[src/rtl/pong_pkg.sv]
`default_nettype none
// ============================================================================
//  Module      : pong_pkg
//  Description : Shared definitions for the paddle controllers: controller
//                state encoding, control-source (mode) encodings and the
//                default tuning constants used as parameter defaults.
//  Revision    : 1.0  initial release
// ============================================================================
package pong_pkg;

    // Controller states, explicitly 2 bits wide.
    typedef enum logic [1:0] {
        TRACK   = 2'd0,
        DIGITAL = 2'd1,
        HOLD    = 2'd2
    } state_t;

    // Control-source selection.
    localparam logic [1:0] c_mode_y      = 2'd0;
    localparam logic [1:0] c_mode_x      = 2'd1;
    localparam logic [1:0] c_mode_inv_x  = 2'd2;
    localparam logic [1:0] c_mode_paddle = 2'd3;

    // Default tuning constants.
    localparam int c_slew_default         = 16;
    localparam int c_step_max_default     = 8;
    localparam int c_accel_frames_default = 4;
    localparam int c_deadband_default     = 4;

    // Reset / centre position of the paddle.
    localparam logic [7:0] c_vpos_centre = 8'h80;

endpackage : pong_pkg
`default_nettype wire

[src/rtl/paddle_ctrl.sv]
`default_nettype none
// ============================================================================
//  Module      : paddle_ctrl
//  Description : Per-player paddle position controller. Once per video frame
//                (rising edge of vsync) the vertical position either slews
//                toward an analog/paddle target (TRACK), steps with
//                accelerating digital buttons (DIGITAL), or stays frozen after
//                button release until the target drifts or the mode changes
//                (HOLD).
//  Ports       : clk_sys  in   system clock, rising edge
//                reset    in   synchronous active-high reset
//                vsync    in   vertical sync level; rising edge = frame strobe
//                mode     in   [1:0] 0=Y, 1=X, 2=inverted X, 3=paddle
//                joy_up   in   digital up button
//                joy_down in   digital down button
//                analog   in   [15:8] signed Y, [7:0] signed X
//                paddle   in   [7:0] unsigned paddle position
//                vpos     out  [7:0] paddle vertical position, 0 = top
//                moving   out  high for the frame after vpos changed
//  Revision    : 1.0  initial release
// ============================================================================
module paddle_ctrl
    import pong_pkg::*;
#(
    parameter int SLEW         = c_slew_default,
    parameter int STEP_MAX     = c_step_max_default,
    parameter int ACCEL_FRAMES = c_accel_frames_default,
    parameter int DEADBAND     = c_deadband_default
) (
    input  logic        clk_sys,
    input  logic        reset,
    input  logic        vsync,
    input  logic [1:0]  mode,
    input  logic        joy_up,
    input  logic        joy_down,
    input  logic [15:0] analog,
    input  logic [7:0]  paddle,
    output logic [7:0]  vpos,
    output logic        moving
);

    localparam logic [7:0] c_slew     = 8'(SLEW);
    localparam logic [7:0] c_step_max = 8'(STEP_MAX);
    localparam logic [7:0] c_accel    = 8'(ACCEL_FRAMES);
    localparam logic [7:0] c_deadband = 8'(DEADBAND);

    // ------------------------------------------------------------------
    // Registered state
    // ------------------------------------------------------------------
    state_t      r_state;
    logic        r_vsync_d;
    logic [7:0]  r_vpos;
    logic        r_moving;
    logic [7:0]  r_step;       // step applied on the next same-direction strobe
    logic [7:0]  r_cnt;        // strobes already applied at r_step
    logic        r_dir_down;   // direction of the last digital move
    logic [7:0]  r_rel_target; // target latched at button release
    logic [1:0]  r_rel_mode;   // mode latched at button release

    // ------------------------------------------------------------------
    // Next-state values
    // ------------------------------------------------------------------
    state_t      w_state_nxt;
    logic [7:0]  w_vpos_nxt;
    logic [7:0]  w_step_nxt;
    logic [7:0]  w_cnt_nxt;
    logic        w_dir_down_nxt;
    logic [7:0]  w_rel_target_nxt;
    logic [1:0]  w_rel_mode_nxt;

    logic        w_strobe;
    logic [7:0]  w_target;
    logic        w_up_only;
    logic        w_dn_only;
    logic        w_both;
    logic        w_fresh;
    logic [7:0]  w_base_step;
    logic [7:0]  w_base_cnt;
    logic [8:0]  w_sum;
    logic [7:0]  w_diff;
    logic [7:0]  w_drift;

    assign w_strobe  = vsync & ~r_vsync_d;
    assign w_up_only = joy_up & ~joy_down;
    assign w_dn_only = joy_down & ~joy_up;
    assign w_both    = joy_up & joy_down;

    // Offsetting a signed byte by 0x80 maps -128..127 onto 0..255; the XOR
    // with 0x7F is the same offset combined with a full inversion.
    always_comb begin
        w_target = paddle;
        case (mode)
            c_mode_y:      w_target = analog[15:8] + 8'h80;
            c_mode_x:      w_target = analog[7:0] + 8'h80;
            c_mode_inv_x:  w_target = analog[7:0] ^ 8'h7F;
            default:       w_target = paddle;
        endcase
    end

    // A new run of steps starts on entry to DIGITAL or on reversal.
    assign w_fresh     = (r_state != DIGITAL) || (r_dir_down != w_dn_only);
    assign w_base_step = w_fresh ? 8'd1 : r_step;
    assign w_base_cnt  = w_fresh ? 8'd0 : r_cnt;
    assign w_sum       = {1'b0, r_vpos} + {1'b0, w_base_step};
    assign w_drift     = (w_target >= r_rel_target) ? (w_target - r_rel_target)
                                                    : (r_rel_target - w_target);

    always_comb begin
        w_state_nxt      = r_state;
        w_vpos_nxt       = r_vpos;
        w_step_nxt       = r_step;
        w_cnt_nxt        = r_cnt;
        w_dir_down_nxt   = r_dir_down;
        w_rel_target_nxt = r_rel_target;
        w_rel_mode_nxt   = r_rel_mode;
        w_diff           = 8'd0;

        if (w_up_only || w_dn_only) begin
            w_state_nxt    = DIGITAL;
            w_dir_down_nxt = w_dn_only;
            if (w_dn_only) begin
                w_vpos_nxt = w_sum[8] ? 8'hFF : w_sum[7:0];
            end else begin
                w_vpos_nxt = (r_vpos >= w_base_step) ? (r_vpos - w_base_step) : 8'h00;
            end
            // After ACCEL_FRAMES strobes at one step size, grow the step.
            if ((w_base_cnt + 8'd1) >= c_accel) begin
                w_cnt_nxt  = 8'd0;
                w_step_nxt = (w_base_step >= c_step_max) ? c_step_max : (w_base_step + 8'd1);
            end else begin
                w_cnt_nxt  = w_base_cnt + 8'd1;
                w_step_nxt = w_base_step;
            end
        end else if (w_both) begin
            w_step_nxt = 8'd1;
            w_cnt_nxt  = 8'd0;
        end else begin
            case (r_state)
                TRACK: begin
                    if (w_target > r_vpos) begin
                        w_diff     = w_target - r_vpos;
                        w_vpos_nxt = (w_diff > c_slew) ? (r_vpos + c_slew) : w_target;
                    end else if (w_target < r_vpos) begin
                        w_diff     = r_vpos - w_target;
                        w_vpos_nxt = (w_diff > c_slew) ? (r_vpos - c_slew) : w_target;
                    end
                end
                DIGITAL: begin
                    w_state_nxt      = HOLD;
                    w_rel_target_nxt = w_target;
                    w_rel_mode_nxt   = mode;
                end
                HOLD: begin
                    // Leaving HOLD does not move on the same strobe.
                    if ((w_drift > c_deadband) || (mode != r_rel_mode)) begin
                        w_state_nxt = TRACK;
                    end
                end
                default: begin
                    w_state_nxt = TRACK;
                end
            endcase
        end
    end

    always_ff @(posedge clk_sys) begin
        if (reset) begin
            r_state      <= TRACK;
            r_vsync_d    <= 1'b1;
            r_vpos       <= c_vpos_centre;
            r_moving     <= 1'b0;
            r_step       <= 8'd1;
            r_cnt        <= 8'd0;
            r_dir_down   <= 1'b0;
            r_rel_target <= 8'h00;
            r_rel_mode   <= c_mode_y;
        end else begin
            r_vsync_d <= vsync;
            if (w_strobe) begin
                r_state      <= w_state_nxt;
                r_vpos       <= w_vpos_nxt;
                r_moving     <= (w_vpos_nxt != r_vpos);
                r_step       <= w_step_nxt;
                r_cnt        <= w_cnt_nxt;
                r_dir_down   <= w_dir_down_nxt;
                r_rel_target <= w_rel_target_nxt;
                r_rel_mode   <= w_rel_mode_nxt;
            end
        end
    end

    assign vpos   = r_vpos;
    assign moving = r_moving;

endmodule : paddle_ctrl
`default_nettype wire

[config.mk]
export PLATFORM = sky130hd
export DESIGN_NAME = paddle_ctrl
export DESIGN_NICKNAME = d
export VERILOG_FILES = /design/src/rtl/pong_pkg.sv /design/src/rtl/paddle_ctrl.sv
export SDC_FILE = /design/constraint.sdc
export NUM_CORES = 1
export LEC_CHECK = 0
export ABC_CLOCK_PERIOD_IN_PS = 10200
export BUFFER_PORTS_ARGS = -buffer_cell sky130_fd_sc_hd__buf_2
export CAP_MARGIN = 20
export CORE_MARGIN = 2
export CORE_UTILIZATION = 30
export DETAILED_ROUTE_END_ITERATION = 12
export PLACE_DENSITY = 0.5
export SLEW_MARGIN = 15
export SYNTH_ARGS = -nofsm -noshare
export SYNTH_HDL_FRONTEND = slang
export SYNTH_SLANG_ARGS = --single-unit
[constraint.sdc]
create_clock -name clk_sys -period 10.2 [get_ports clk_sys]
set_input_delay 1.53 -clock clk_sys [delete_from_list [all_inputs] [get_ports clk_sys]]
set_output_delay 1.53 -clock clk_sys [all_outputs]
set_load 0.02 [all_outputs]
Word level (Yosys, flattened, before mapping)
Cells that the tools add are included.
{"block": "word_totals", "elab_cells": 86, "input_bits": 31, "regBits": 39, "out_inout_bits": 9}
{"block": "op_classes", "reduce_logical": 10, "magnitude_cmp": 9, "bitwise": 10, "mux": 25, "eq_ne": 11, "add_sub_neg": 12}
{"cell": "2-to-1 mux 8 bit", "count": 20}
{"cell": "subtractor 8 bit", "count": 5}
{"cell": "case mux 8 bit (3 select lines)", "count": 1}
{"cell": "adder 8 x 1 -> 8 bit (second input constant)", "count": 2}
{"cell": "adder 8 bit (second input constant)", "count": 2}
{"cell": ">= comparator 8 bit", "count": 2}
{"cell": "greater-than comparator 8 x 5 -> 1 bit (second input constant)", "count": 2}
{"cell": "adder 8 x 8 -> 9 bit", "count": 1}
{"cell": "adder 8 x 5 -> 8 bit (second input constant)", "count": 1}
{"cell": ">= comparator 8 x 3 -> 1 bit (second input constant)", "count": 1}
{"cell": ">= comparator 8 x 4 -> 1 bit (second input constant)", "count": 1}
{"cell": "greater-than comparator 8 x 3 -> 1 bit (second input constant)", "count": 1}
{"cell": "greater-than comparator 8 bit", "count": 1}
{"cell": "less-than comparator 8 bit", "count": 1}
{"cell": "inequality test 8 bit", "count": 1}
{"cell": "AND reduction 4 bit", "count": 2}
{"cell": "subtractor 8 x 5 -> 8 bit (second input constant)", "count": 1}
{"cell": "inverter 7 bit", "count": 1}
{"cell": "2-to-1 mux 2 bit", "count": 3}
{"cell": "case mux 2 bit (3 select lines)", "count": 1}
{"cell": "inverter 1 bit", "count": 5}
{"cell": "AND 1 bit", "count": 4}
{"cell": "== test 2 x 1 -> 1 bit (second input constant)", "count": 2}
{"cell": "== test 2 bit (second input constant)", "count": 2}
{"cell": "9 further kinds", "count": 14}

Longest topological paths before layout
{"block": "depth", "depth_word": 11, "mapped_depth": 19, "ltp_nobuf": 17}

Least setup slack after synthesis
No wires, ideal clock.
{"block": "synth_timing", "path_kind": "input-to-reg", "startpoint": "in joy_up", "endpoint": "reg r_moving (netlist: moving)", "t_arrival_ns": 5.076, "t_required_ns": 10.065, "setup_ns": 0.135, "path_slack_ns": 4.990, "stages": 18, "path_buffers": 2, "cell_sequence": "inv_1 -> ha_1 -> clkbuf_1 -> xor2_1 -> nor2_1 -> clkbuf_1 -> nand2_1 -> fa_1 -> a211oi_1 -> o21ai_0 -> o21ai_0 -> nor2_1 -> a21oi_1 -> a21oi_1 -> a222oi_1 -> o21ai_0 -> a211oi_1 -> a311oi_1"}
{"block": "synth_between", "elab_chain_cells": 10, "word_cells_on_any_way": 17, "cone_classes": "add/sub (2); order compare (1); eq/ne (2); mux (6); bitwise (4); reduce/logical (2)"}
{"element": "start, declared", "line_no": "paddle_ctrl.sv:34", "text": "input logic joy_up,"}
{"element": "inverter 1 bit (*)", "line_no": "paddle_ctrl.sv:85", "text": "assign w_dn_only = joy_down & ~joy_up;"}
{"element": "AND 1 bit (*)", "line_no": "paddle_ctrl.sv:85"}
{"element": "named net w_dn_only", "line_no": "paddle_ctrl.sv:74", "text": "logic w_dn_only;"}
{"element": "inequality test 1 bit", "line_no": "paddle_ctrl.sv:101", "text": "assign w_fresh = (r_state != DIGITAL) || (r_dir_down != w_dn_only);"}
{"element": "logical OR 1 bit", "line_no": "paddle_ctrl.sv:101"}
{"element": "2-to-1 mux 8 bit", "line_no": "paddle_ctrl.sv:102", "text": "assign w_base_step = w_fresh ? 8'd1 : r_step;"}
{"element": "subtractor 8 bit, or another cell as far along", "line_no": "paddle_ctrl.sv:124", "text": "w_vpos_nxt = (r_vpos >= w_base_step) ? (r_vpos - w_base_step) : 8'h00;"}
{"element": "2-to-1 mux 8 bit (on tied branches)", "line_no": "paddle_ctrl.sv:124, paddle_ctrl.sv:122"}
{"element": "2-to-1 mux 8 bit", "line_no": "paddle_ctrl.sv:121", "text": "if (w_dn_only) begin"}
{"element": "2-to-1 mux 8 bit (*)", "line_no": "paddle_ctrl.sv:118", "text": "if (w_up_only || w_dn_only) begin"}
{"element": "inequality test 8 bit (*)", "line_no": "paddle_ctrl.sv:182", "text": "r_moving <= (w_vpos_nxt != r_vpos);"}
{"element": "end signal, assigned", "line_no": "paddle_ctrl.sv:182"}
{"element": "end, declared", "line_no": "paddle_ctrl.sv:53", "text": "logic r_moving;"}
The timed path passes the listed nets; every way through them passes the cells marked *.
A chain may end at the register's enable or synchronous reset.

Worst setup path after layout
Ends and elaborated chain as after synthesis.

==> metrics.yaml <==
status: "finished clean"
hold_viol: 0
power_mw: 0.5713
clock_sinks: 39
final.setup.tns_ps: 0
avgViaCountPerCell: 5.355
synthTopCellsByArea: "dfxtp_1, ha_1, nor2_1"
async_flop_share_pct: 0
gr-total-overflow: 0
place_congestion: 0.8852
vias: 4782
maxCapViolations: 0
criticalPathCategory: "primary input to flop"
grtUsageTotal_pct: 17.25
path_common_cell: "a211oi_1"
min_from: "r_cnt[1]"
layout-drive-gt1-share_pct: 11.23
dp_hpwl_um: 11430
r2r_cells: 13
crit_fanout: 16
worstHoldPathType: "flop to flop"
synth_warnings: 0
areaGrowthSynthToFinish_pct: 10.42
slowest_stage: "nor2_1"
wirelength_um: 14850
top_layer: "met4"
yosysTopAreaCell: "dfxtp_1"
cts_tree: "done"
first_iter_violations: 260
ant_nets: 0
r2r-start: "r_state[0]"
clkTransAtPathRegs_ps: 80
synth_seq_area_share_pct: 15.85
fmax_mhz: 165.3
finalSetupViolations: 0
fin_nets: 768
rows: 46
grt_max_degree: 37
netlist_instances: 656
ys.flop_type: "dfxtp_1"
crit_chain: "buf_2, inv_1, ha_1, xor2_1, nor2_1, nand2_1, fa_1, or2_2, a221oi_1, a211oi_1, o21ai_0, a211oi_1, a221oi_1, nand4b_1, a211oi_1, a311oi_1"
vdd_drop_max_uv: 63.27
die-area_mm2: 0.01746
r2r_setup_slack_ps: 5700
clock_latency_ps: 310
grt_pass1_wl_um: 24370
initial_core_util_pct: 30.89
antenna_cells: 0
hold_depth: 2
worst_setup_path_end_kind: "flop"
die_x_um: 132.1
cts_root_buffer: "clkbuf_16"
coreArea_mm2: 0.01594
relSlewSlack_pct: 43.16
crit_family: "compound AO/OA/AOI/OAI gates"
tightest_slew_ps: 852.6
grt_pass1_vias: 4657
drt-met1-wl_um: 7261
netlist.area_leader.share_pct: 15.85
drc: 0
postSynthAreaPerCell_um2: 7.507
wl_met3_um: 449
finalInstanceArea_mm2: 0.005438
cp.required_ps: 10370
io_pins: 40
whs_endpoint: "r_cnt[1]"
slew_violations: 0
ys_types: 74
crit_buf_inv: 2
grt_antenna_before_repair: 0
yosysMostFrequentCell: "nor2_1"
placed_cell_area_mm2: 0.005284
holdWs_ps: 467.5
critPathArrivalTime_ps: 6220
met2_length_um: 6840
netlist_top_cells_count: "nor2_1, inv_1, ha_1"
slowest_delay_ps: 650
cts_hold_buf: 0
powerDensity_mw_per_mm2: 105.1
dieHeight_um: 132.1
drtPass1Iterations: 5
port_buffers: 39
rsz0062_at_grt: "no"
startpoint_type: "primary input"
cts.repair.resized: 0
netlist_area_mm2: 0.004925
placed_cells: 885
regToRegEndpoint: "moving"
cts_setup_buffers: 0
numCtsBuffers: 5
clock_tree.buffer_depth: 2
ys_ff_latch: 39
synth_edf_count: 0
synth_fp_nets: 748
wl_per_cell_um: 16.63
cts-htree-levels: 2
fin_cells: 893
period_minus_slack_ps: 6050
period_share_pct: 59.31
p_leak_nw: 2.285
clock_skew_ps: 15.13
per-stage QoR:
stage | setup slack [ps] | utilization (%)
after floorplan | 4990 | -
after global placement | 3955 | 33.14
after detailed placement | 3852 | 33.14
after CTS | 4188 | 34.08
after global routing | 3562 | 34.11
final | 4150 | 34.11
routing by layer:
layer	track usage, %	vias to the layer above
met1	22.98	2279
met4	5.374	0
met2	28.30	91
met3	3.076	19
li1	-	2393
met5	0	-
worst max path at each step:
stage                 from      to  slack, ps  depth (start not counted)
finish              joy_up  moving       4150                         16
global route        joy_up  moving       3560                         17
CTS                 joy_up  moving       4190                         16
detailed placement  joy_up  moving       3850                         16
global placement    joy_up  moving       3950                         17
floorplan           joy_up  moving       4990                         18
logic make-up after synthesis:
family	count (synthesis)	synth area share, %
compound gates	196	28.66
xor+xnor	25	4.446
fa+ha+maj	61	16.26
simple gates	221	22.26
mux	26	5.335
flops	39	15.85
buf+inv	88	7.190
where the power goes:
group          internal (mW)  leakage (nW)  switching, mW  total [mW]
Clock                 0.0919        0.0664         0.0814       0.173
Sequential             0.155         0.315        0.00580       0.160
Combinational         0.0934          1.90          0.144       0.238
Total                  0.340          2.29          0.231       0.571
state kept, by name (all words and copies together) (netlist names):
| signal | count |
|---|---|
| moving | 1 |
| r_cnt | 8 |
| r_dir_down | 1 |
| r_rel_mode | 2 |
| r_rel_target | 8 |
| r_state | 2 |
| r_step | 8 |
| r_vsync_d | 1 |
| vpos | 8 |
worst reg2reg max path: cells and delay by family, from the launching register on:
family | cells | cell delay [ps]
compound gates | 7 | 1830
simple gates | 5 | 1640
fa+ha+maj | 1 | 490
flops | 1 | 420
layout by cell type (no fill, tap or decap), types with 18 or more instances in the layout:
cell type	n
inv_1	58
ha_1	56
dfxtp_1	39
nor3_1	18
nand2_1	42
mux2i_1	24
buf_2	39
xnor2_1	20
nor2_1	70
a21oi_1	50
o21ai_0	36
final cells by class:
cell class / count / area [um2]
clock buffers: 5 / 125.1
clock inverters: 3 / 23.77
fillers: 1709 / 10510
inverters: 58 / 217.7
multi-input cells: 529 / 3795
flip-flops and latches: 39 / 780.7
well taps: 216 / 270.3
repair buffers: 43 / 225.2
Power figures use the tool's default switching activity.
